### src/rtl/fifo_pkg.sv
// -----------------------------------------------------------------------------
// fifo_pkg
//  Shared definitions for the FIFO read-side output stage.
//  Contents:
//    DATA_WIDTH_DEFAULT  default payload width for RAM data and stream data
//    fwft_level_t        occupancy of the 2-entry output buffer (0..2)
//    LVL_EMPTY/ONE/TWO   named occupancy values, also the buffer FSM states
//    fwft_has_room()     true while buffered + in-flight words leave space
//                        for one more RAM read
// -----------------------------------------------------------------------------
package fifo_pkg;

   localparam int DATA_WIDTH_DEFAULT = 8;

   typedef logic [1:0] fwft_level_t;

   localparam fwft_level_t LVL_EMPTY = 2'd0;
   localparam fwft_level_t LVL_ONE   = 2'd1;
   localparam fwft_level_t LVL_TWO   = 2'd2;

   // The buffer holds two words, so a new read may only be issued while the
   // words already buffered plus the one still coming back from RAM are < 2.
   function automatic logic fwft_has_room(input fwft_level_t lvl, input logic inflight);
      return ({1'b0, lvl} + {2'b00, inflight}) < 3'd2;
   endfunction

endpackage

### src/rtl/fifo_fwft_adapter_if.sv
// -----------------------------------------------------------------------------
// fifo_fwft_adapter_if
//  valid/ready stream carrying first-word-fall-through FIFO data.
//  Signals:
//    valid  producer -> consumer  data is valid
//    data   producer -> consumer  payload (DATA_WIDTH bits)
//    ready  consumer -> producer  consumer accepts data this cycle
//  Modports:
//    master  the producer (the adapter)
//    slave   the consumer
// -----------------------------------------------------------------------------
interface fifo_fwft_adapter_if #(
   parameter int DATA_WIDTH = fifo_pkg::DATA_WIDTH_DEFAULT
) ();

   logic                  valid;
   logic [DATA_WIDTH-1:0] data;
   logic                  ready;

   modport master (output valid, output data, input ready);
   modport slave  (input valid, input data, output ready);

endinterface

### src/rtl/fwft_skid_buf.sv
// -----------------------------------------------------------------------------
// fwft_skid_buf
//  Two-entry head/tail output buffer. The head entry is always the word on
//  the output; the tail only holds a second word while the consumer stalls.
//  Ports:
//    clk        clock, all state on rising edge
//    rstn       asynchronous active-low reset
//    clear      synchronous clear of all buffered words
//    in_valid   a word is written this edge (caller guarantees space)
//    in_data    word to write
//    out_valid  head entry valid (level != 0)
//    out_data   head entry
//    out_ready  consumer takes the head entry this edge
//    level      number of buffered words (0..2)
// -----------------------------------------------------------------------------
module fwft_skid_buf
   import fifo_pkg::*;
#(
   parameter int DATA_WIDTH = DATA_WIDTH_DEFAULT
) (
   input  logic                  clk,
   input  logic                  rstn,
   input  logic                  clear,
   input  logic                  in_valid,
   input  logic [DATA_WIDTH-1:0] in_data,
   output logic                  out_valid,
   output logic [DATA_WIDTH-1:0] out_data,
   input  logic                  out_ready,
   output fwft_level_t           level
);

   fwft_level_t           level_q;
   logic [DATA_WIDTH-1:0] head_q;
   logic [DATA_WIDTH-1:0] tail_q;
   logic                  pop;

   assign pop = out_valid && out_ready;

   // Level FSM. head_q only changes when it is empty or being popped, which
   // keeps out_data stable for as long as the consumer stalls.
   always_ff @(posedge clk or negedge rstn) begin
      if (!rstn) begin
         level_q <= LVL_EMPTY;
         head_q  <= '0;
         tail_q  <= '0;
      end else if (clear) begin
         level_q <= LVL_EMPTY;
      end else begin
         case (level_q)
            LVL_EMPTY: begin
               if (in_valid) begin
                  head_q  <= in_data;
                  level_q <= LVL_ONE;
               end
            end
            LVL_ONE: begin
               if (in_valid && pop) begin
                  // Old head leaves, new word replaces it directly.
                  head_q <= in_data;
               end else if (in_valid) begin
                  tail_q  <= in_data;
                  level_q <= LVL_TWO;
               end else if (pop) begin
                  level_q <= LVL_EMPTY;
               end
            end
            LVL_TWO: begin
               if (pop) begin
                  head_q  <= tail_q;
                  level_q <= LVL_ONE;
               end
            end
            default: level_q <= LVL_EMPTY;
         endcase
      end
   end

   assign out_valid = (level_q != LVL_EMPTY);
   assign out_data  = head_q;
   assign level     = level_q;

   // Writing into a full buffer would silently lose a word.
   a_no_overflow: assert property (@(posedge clk) disable iff (!rstn)
      !(level_q == LVL_TWO && in_valid && !clear));

endmodule

### src/rtl/fifo_fwft_adapter.sv
// -----------------------------------------------------------------------------
// fifo_fwft_adapter
//  Read-side output stage of the FIFO. Issues reads into read_interface,
//  captures RAM data one cycle after each accepted read and presents it as a
//  first-word-fall-through valid/ready stream at one word per cycle.
//  Ports:
//    clk        clock, all state on rising edge
//    rstn       asynchronous active-low reset
//    empty      FIFO empty flag
//    read_en    read request (combinational)
//    mem_rdata  RAM read data, valid the cycle after an accepted read
//    flush      synchronous clear of buffered and in-flight data
//    m          output stream (master side)
//    level      words held in the output buffer (0..2)
// -----------------------------------------------------------------------------
module fifo_fwft_adapter
   import fifo_pkg::*;
#(
   parameter int DATA_WIDTH = DATA_WIDTH_DEFAULT
) (
   input  logic                  clk,
   input  logic                  rstn,
   input  logic                  empty,
   output logic                  read_en,
   input  logic [DATA_WIDTH-1:0] mem_rdata,
   input  logic                  flush,
   fifo_fwft_adapter_if.master   m,
   output fwft_level_t           level
);

   logic inflight_q;
   logic inflight_d;
   logic pop;
   logic capture;

   assign pop = m.valid && m.ready;

   // A pop in the same cycle frees a slot, so read_en may depend on m.ready;
   // that path is what sustains one word per cycle with a full buffer.
   assign read_en = rstn && !empty && !flush && (fwft_has_room(level, inflight_q) || pop);

   // A word requested now comes back from RAM next cycle; flush drops it.
   assign inflight_d = read_en && !empty;
   assign capture    = inflight_q && !flush;

   always_ff @(posedge clk or negedge rstn) begin
      if (!rstn) begin
         inflight_q <= 1'b0;
      end else begin
         inflight_q <= inflight_d;
      end
   end

   fwft_skid_buf #(
      .DATA_WIDTH (DATA_WIDTH)
   ) u_skid_buf (
      .clk       (clk),
      .rstn      (rstn),
      .clear     (flush),
      .in_valid  (capture),
      .in_data   (mem_rdata),
      .out_valid (m.valid),
      .out_data  (m.data),
      .out_ready (m.ready),
      .level     (level)
   );

   a_occupancy: assert property (@(posedge clk) disable iff (!rstn)
      ({1'b0, level} + {2'b00, inflight_q}) <= 3'd2);

endmodule

### src/flat_wrapper.sv
// flat-port wrapper written by rule: the top's interface ports become plain ports
module fifo_fwft_adapter_flat import fifo_pkg::*;
#(
   parameter int DATA_WIDTH = DATA_WIDTH_DEFAULT
)
  (clk, rstn, empty, read_en, mem_rdata, flush, level, m_valid, m_data, m_ready);
  fifo_fwft_adapter_if #(.DATA_WIDTH(DATA_WIDTH)) m_i ();
  input  logic clk;
  input  logic rstn;
  input  logic empty;
  output logic read_en;
  input  logic [DATA_WIDTH-1:0] mem_rdata;
  input  logic flush;
  output fwft_level_t level;
  output wire logic [$bits(m_i.valid)-1:0] m_valid;
  output wire logic [$bits(m_i.data)-1:0] m_data;
  input wire logic [$bits(m_i.ready)-1:0] m_ready;
  assign m_valid = m_i.valid;
  assign m_data = m_i.data;
  assign m_i.ready = m_ready;
  fifo_fwft_adapter #(.DATA_WIDTH(DATA_WIDTH)) u_core (.clk(clk), .rstn(rstn), .empty(empty), .read_en(read_en), .mem_rdata(mem_rdata), .flush(flush), .m(m_i), .level(level));
endmodule
### config.mk
export PLATFORM = sky130hd
export DESIGN_NAME = fifo_fwft_adapter_flat
export DESIGN_NICKNAME = d
export VERILOG_FILES = /design/src/rtl/fifo_pkg.sv /design/src/rtl/fifo_fwft_adapter_if.sv /design/src/rtl/fwft_skid_buf.sv /design/src/rtl/fifo_fwft_adapter.sv /design/src/flat_wrapper.sv
export SDC_FILE = /design/constraint.sdc
export NUM_CORES = 1
export LEC_CHECK = 0
export CAP_MARGIN = 5
export CORE_ASPECT_RATIO = 0.75
export CORE_MARGIN = 2
export CORE_UTILIZATION = 49
export CTS_CLUSTER_DIAMETER = 120
export CTS_CLUSTER_SIZE = 12
export DETAILED_ROUTE_END_ITERATION = 8
export PLACE_DENSITY_LB_ADDON = 0.25
export SLEW_MARGIN = 40
export SYNTH_ARGS = -nofsm -noshare
export SYNTH_HDL_FRONTEND = slang
export SYNTH_SLANG_ARGS = --single-unit
### constraint.sdc
create_clock -name clk -period 4.1 [get_ports clk]
set_clock_uncertainty 0.2 [all_clocks]
set_input_delay 1.23 -clock clk [delete_from_list [all_inputs] [get_ports clk]]
set_output_delay 1.23 -clock clk [all_outputs]
set_load 0.01 [all_outputs]
# Word level (Yosys, flattened, before mapping)
# Index checks and enable logic that the tools add are counted.
# totals
reg_bits	19
latch_bits	0
ram_bits	0
romBits	0
input_bits	13
output_inout_bits	12
memories	0
# classes
n_addsub	1
mul	0
n_div	0
order_cmp	1
eq_ne	9
shifts	0
n_mux	11
bitwise_logic	2
n_reduce_logical	16
# op_table
operator	count
two-way mux 8 bit	3
case mux 8 bit (3 select lines)	1
two-way mux 2 bit	6
AND reduction 4 bit	2
logical AND 1 bit	7
inequality test 3 bit, second input constant	2
case mux 2 bit (3 select lines)	1
AND reduction 5 bit	1
inequality test 2 bit, second input constant	2
inequality test 4 x 3 -> 1 bit, second input constant	1
adder 2 x 1 -> 3 bit	1
less-than comparator 3 x 2 -> 1 bit, second input constant	1
inequality test 3 x 2 -> 1 bit, second input constant	1
nonzero test 3 bit	1
equality test 2 x 1 -> 1 bit, second input constant	1
equality test 2 bit, second input constant	1
zero test 1 bit	2
zero test 2 bit	1
inequality test 2 x 1 -> 1 bit, second input constant	1
NOT 1 bit	2
nonzero test 2 bit	1
logical OR 1 bit	1

# Longest topological paths before layout
# Gate-level depths: netlist (run 1).
# depth
ltp_word	7
mapped_depth	5
depth_no_buf	3

# Modules after synthesis
# Synthesis (run 1) repeated with hierarchy kept, for this count alone.
# hier_totals
cells_unflattened	65
hier_area_um2	913.4
# modules_own_cells
module	n_inst	cells_per_inst	area_per_inst_um2	seq_area_each_um2
fwft_skid_buf	1	58	842.1	450.4
fifo_fwft_adapter	1	7	71.3	25.0

# Least setup slack after synthesis (run 1)
# Ideal clock, no wire load.
# synth_path
path_kind	input-to-output
startpoint	input port flush
endpoint	output port read_en
t_arrival_ns	1.714
required_time_ns	2.670
slack_ns	0.956
stages	1
cell_sequence	nor4b_1
# synth_via
elab_chain_cells	3
# synth_rtl
item	line_no	rtl
start: declaration	flat_wrapper.sv:13	input logic flush;
zero test 1 bit	fifo_fwft_adapter.sv:40	assign read_en = rstn && !empty && !flush && (fwft_has_room(level, inflight_q) || pop);
logical AND 1 bit (2 in a row)	fifo_fwft_adapter.sv:40	
end: declaration	flat_wrapper.sv:11	output logic read_en;
# No other way between the ends.

# Worst setup path in the final report (run 1)
# layout_path
startpoint	input port m_ready
endpoint	output port read_en
# layout_via
elab_chain_cells	3
# layout_rtl
item	line_no	rtl
start: declaration	flat_wrapper.sv:17	input wire logic [$bits(m_i.ready)-1:0] m_ready;
logical AND 1 bit	fifo_fwft_adapter.sv:36	assign pop = m.valid && m.ready;
logical OR 1 bit	fifo_fwft_adapter.sv:40	
logical AND 1 bit	fifo_fwft_adapter.sv:40	
# No other way between the ends.

==> flow_summary.toml, run 1 <==
[status]
status = "finished clean"

[timing]
fmax_ghz = 0.278
maxSlewViolCount = 0
finalHoldViolCount = 0
finalSetupTns_ps = 0
slew_headroom = 0.442
period_needed_ps = 3600
worst_pin_slew_ps = 835
rsz0062_at_grt = "false"
fin_crit_sh = 0.879
report.final.setup_viol = 0

[final_layout]
final_area_um2 = 1210
final_cell_mix = "mux2_2 (24), clkdlybuf4s50_1 (23), dfrtp_1 (19)"
final_util = 0.705
nets = 107
area_delta_synth_final_pct = 35.0
final_common_cell = "mux2_2"
diodes = 0
drive_gt1_frac = 0.387

[logic_synthesis]
ys_seq_area_frac = 0.529
yosysWarnings = 0
synthesis.area_um2 = 900
synth_cell_type_count = 17
avgSynthCellArea_um2 = 14.1
syn_inst = 64
syn_nets = 77
yosys_register_bits = 19

[die]
die_h_um = 41.1
die_w_um = 53.5
dieArea_um2 = 2200
ios = 25
coreArea_um2 = 1720
start_util = 0.522
fp-row-count = 13

[clock_network]
numCtsBuffers = 3
cts_tree = "done"
path_clk_slew_ps = 100
post_cts_buffers = 0
clock_latency_ps = 300
htreeDepth = 1
clockRootBuffer = "clkbuf_4"
clock_sinks = 19
clockBufferDepth = 2

[power_and_ir_drop]
swShare = 0.248
p_sw_mw = 0.110
clock_power_share = 0.212
power_mw = 0.441
p_per_area_nw_per_um2 = 363
pwr-share-seq = 0.524
p_comb_frac = 0.264
ir_worst_vdd_mv = 0.234
p_int_mw = 0.332
p_leak_nw = 0.534

[hold_path]
hold_path_depth = 1
min_from = "u_core.u_skid_buf.tail_q[4]$_DFFE_PN0P_"
hp-class = "flip-flop to flip-flop"
holdPathEnd = "u_core.u_skid_buf.tail_q[4]$_DFFE_PN0P_"

[global_routing]
grt-ovfl-total = 0
grt_max_degree = 21
antenna_found_initial = 0
grt_pass1_wl_um = 2420
grt_pass1_vias = 565
grt_usage = 0.168

[setup_path]
critical-path-max-stage-delay_ps = 470
end_kind = "output pin"
reg2reg_slack_ps = 1920
setup.worst_path.class = "input port to output pin"
r2r_end = "u_core.u_skid_buf.out_data[3]$_DFFE_PN0P_"
r2r_cells = 3
critPathRequiredTime_ps = 2670
start_kind = "input port"
worst_path_max_delay_cell = "clkdlybuf4s50_1"
cp.arrival_ps = 2170
path_cells = "clkdlybuf4s50_1, nor2_1, nor4b_2, dlymetal6s2s_1"
cp_max_fo = 2
r2r-start = "u_core.u_skid_buf.level[0]$_DFFE_PN0P_"

[routing]
ant_nets = 0
first_iter_violations = 4
drc_errors = 0
wirelength_um = 1570
vias = 603
firstDrtPassIters = 5
wl_per_cell_um = 13.7
viasPerCell = 5.24

[place]
gp_congestion = 0.762
io_buffers = 24
post_dp_cell_area_um2 = 1180
dp_hpwl_um = 1140

[run]
max_cap_violations = 0
==> metal layers <==
layer | share of wire | GRT usage | vias to the layer above
met4 | 0.017 | 0.0769 | 0
met3 | 0.064 | 0.0803 | 5
li1 | - | - | 296
met5 | 0 | 0 | -
met1 | 0.44 | 0.184 | 287
met2 | 0.48 | 0.284 | 15
==> repair_timing <==
item                       in CTS  in global routing
hold buffers                    0                  0
setup endpoints to repair       0                  1
resized for setup               0                  2
==> cell type report <==
class | count | area [µm²]
Timing Repair Buffer | 27 | 265
Tap cell | 22 | 27.5
Multi-Input combinational cell | 43 | 420
Sequential cell | 19 | 475
Clock buffer | 4 | 26.3
Fill cell | 142 | 509
==> per-stage QoR <==
| step | instances | worst slack (ps) | hold slack (ps) |
|---|---|---|---|
| global placement | 111 | 91.1 | 281 |
| detailed placement | 111 | 81.9 | 290 |
| CTS | 115 | 68.5 | 314 |
| floorplan | 64 | 956 | 274 |
| global route | 115 | 402 | 331 |
| finish | 115 | 498 | 311 |
==> worst max-delay path by stage <==
stage	startpoint	to	slack, ps	cells past startpoint
floorplan	flush	read_en	960	1
global placement	m_ready	read_en	90	4
detailed placement	m_ready	read_en	80	4
CTS	m_ready	read_en	70	4
global route	m_ready	read_en	400	4
finish	m_ready	read_en	500	4
==> worst max-delay path: cells and delay by family <==
| kind | cells | cell delay, ps |
|---|---|---|
| buf+inv | 2 | 660 |
| simple gates | 2 | 270 |
==> Yosys cell counts <==
cell type | count | share of area
o21ba_2 | 1 | 0.011
nor4b_1 | 2 | 0.019
dfrtp_1 | 19 | 0.53
buf_2 | 2 | 0.011
nor3_1 | 1 | 0.0056
nand3_2 | 1 | 0.011
or2_2 | 1 | 0.0070
nand2_1 | 1 | 0.0042
nor2_1 | 3 | 0.013
o31ai_4 | 1 | 0.024
mux2_2 | 24 | 0.30
or3b_2 | 1 | 0.0097
a21oi_1 | 3 | 0.017
nand4bb_1 | 1 | 0.013
nor2b_1 | 1 | 0.0070
and2b_1 | 1 | 0.0083
mux2i_1 | 1 | 0.011
==> registers in the layout (all words and copies together) (netlist names) <==
register and count:
u_core.u_skid_buf.out_data 8, u_core.u_skid_buf.tail_q 8, u_core.u_skid_buf.level 2, u_core.inflight_q 1
==> logic make-up (layout without fill, tap and decap cells) <==
logic type | count (synthesis) | count (layout) | share of synthesized area
AND/OR/NAND/NOR | 13 | 13 | 0.0974
buffers and inverters | 2 | 31 | 0.0111
flip-flops | 19 | 19 | 0.529
AO/OA/AOI/OAI | 5 | 5 | 0.0515
multiplexers | 25 | 25 | 0.312
==> power by group through the flow <==
stage               registers, mW  clock network [mW]  logic, mW
floorplan                   0.243                   0     0.0373
global placement            0.233                   0      0.116
detailed placement          0.235                   0      0.118
global route                0.235               0.105      0.126
finish                      0.231              0.0937      0.117
CTS                         0.232              0.0996      0.118
(Power assumes the default switching activity.)
==> inputs of run 2 (changes only) <==
- CORE_UTILIZATION: 49 -> 41
- clock period: 4.1 -> 3.2 ns (I/O delays scaled with it)
==> run 2 against run 1 <==
Critical path type unchanged. Largest power group unchanged. First-iteration DRC count stayed put. Non-clock buffer count is 2 higher. Cell count is 3.5% higher. Clock power is 26% higher. Die area is 18% higher.
==> flow_summary.toml, run 2 (same netlist as run 1, synthesis figures left out) <==
[status]
status = "finished clean"

[clock_network]
post_cts_buffers = 0
htreeDepth = 1
clock_sinks = 19
clockBufferDepth = 2
numCtsBuffers = 3
cts_tree = "done"
path_clk_slew_ps = 90
clock_latency_ps = 300
clockRootBuffer = "clkbuf_4"

[global_routing]
grt_usage = 0.153
grt_max_degree = 21
grt-ovfl-total = 0
grt_pass1_vias = 606
grt_pass1_wl_um = 2820
antenna_found_initial = 0

[setup_path]
worst_path_max_delay_cell = "clkdlybuf4s50_1"
cp.arrival_ps = 1930
r2r_end = "u_core.u_skid_buf.out_data[1]$_DFFE_PN0P_"
cp_max_fo = 2
critical_path.startpoint = "m_ready"
critPathRequiredTime_ps = 2040
path_cells = "clkdlybuf4s50_1, nor2_1, nor4b_1, clkbuf_2"
setup.worst_path.class = "input port to output pin"
cp-endpoint = "read_en"
r2r-start = "u_core.u_skid_buf.level[1]$_DFFE_PN0P_"
reg2reg_slack_ps = 1350
r2r_cells = 3
critical-path-max-stage-delay_ps = 470
end_kind = "output pin"
start_kind = "input port"

[routing]
drc_errors = 0
firstDrtPassIters = 4
viasPerCell = 5.24
vias = 624
first_iter_violations = 4
wirelength_um = 1680
wl_per_cell_um = 14.1
ant_nets = 0

[die]
dieArea_um2 = 2590
fp-row-count = 14
die_h_um = 44.6
ios = 25
coreArea_um2 = 2030
start_util = 0.443
die_w_um = 58.1

[timing]
rsz0062_at_grt = "false"
maxSlewViolCount = 0
period_needed_ps = 3090
layout_setup_ws_ps = 114
report.final.setup_viol = 0
fin_crit_sh = 0.964
fmax_ghz = 0.324
finalHoldViolCount = 0
fin_hold_ws_ps = 311
worst_pin_slew_ps = 509
slew_headroom = 0.661

[power_and_ir_drop]
p_int_mw = 0.425
clock_power_share = 0.209
p_leak_nw = 0.527
pwr-share-seq = 0.521
p_comb_frac = 0.270
p_sw_mw = 0.139
ir_worst_vdd_mv = 0.330
swShare = 0.246
p_per_area_nw_per_um2 = 463

[final_layout]
nets = 109
register_area_um2 = 475
final_area_um2 = 1220
diodes = 0
multiInputGateArea_um2 = 414
final_cell_mix = "mux2_2 (24), clkdlybuf4s50_1 (23), dfrtp_1 (19), buf_4 (5)"
final_common_cell = "mux2_2"
drive_gt1_frac = 0.400
area_delta_synth_final_pct = 35.5
fill_cells = 166

[place]
dpl_worst_slack_ps = -330
io_buffers = 24
gp_congestion = 0.809
post_dp_cell_area_um2 = 1200
dp_hpwl_um = 1260

[hold_path]
hp-class = "flip-flop to flip-flop"
min_from = "u_core.u_skid_buf.out_data[5]$_DFFE_PN0P_"

[run]
max_cap_violations = 0
-- run 2: worst min path at each step --
stage,to,slack (ps),depth (start not counted)
2_1_floorplan,u_core.u_skid_buf.tail_q[0]$_DFFE_PN0P_,270,1
3_3_place_gp,u_core.u_skid_buf.tail_q[0]$_DFFE_PN0P_,280,1
3_5_place_dp,u_core.u_skid_buf.tail_q[7]$_DFFE_PN0P_,290,1
4_1_cts,u_core.u_skid_buf.tail_q[7]$_DFFE_PN0P_,320,1
5_1_grt,u_core.u_skid_buf.tail_q[2]$_DFFE_PN0P_,330,1
6_report,u_core.u_skid_buf.out_data[5]$_DFFE_PN0P_,310,1
-- run 2: timing repair --
action,4_1_cts,5_1_grt
resized for setup,3,1
endpoints found under the setup margin,1,1
hold buffers,0,0
-- run 2: power by group through the flow --
stage / Clock (mW) / Combinational (mW) / Sequential (mW)
final: 0.118 / 0.152 / 0.294
after global routing: 0.137 / 0.163 / 0.300
after floorplan: 0 / 0.0478 / 0.312
after global placement: 0 / 0.152 / 0.298
after CTS: 0.127 / 0.155 / 0.294
after detailed placement: 0 / 0.155 / 0.299
-- run 2: stage by stage --
step	setup TNS (ps)	util	power (mW)	std cells
2_1_floorplan	0	-	0.360	64
3_3_place_gp	-259	0.589	0.450	115
3_5_place_dp	-330	0.589	0.454	115
4_1_cts	0	0.602	0.577	119
5_1_grt	0	0.600	0.600	119
6_report	0	0.600	0.564	119
-- run 2: layout make-up --
cell class	instances	area share
tap	24	0.0246
sequential	19	0.390
timing repair buffer	29	0.224
multi-input combinational	43	0.340
clock buffer	4	0.0216
-- run 2: worst max-delay path, delay by kind of cell --
family,cells,cell delay [ps]
buf+inv,2,650
simple gates,2,310
-- run 2: layer usage --
metal	vias up	GRT usage	share of wire
li1	299	-	-
met1	306	0.184	0.45
met2	17	0.257	0.49
met3	2	0.0614	0.054
met4	0	0.0419	0.0077
met5	-	0	0
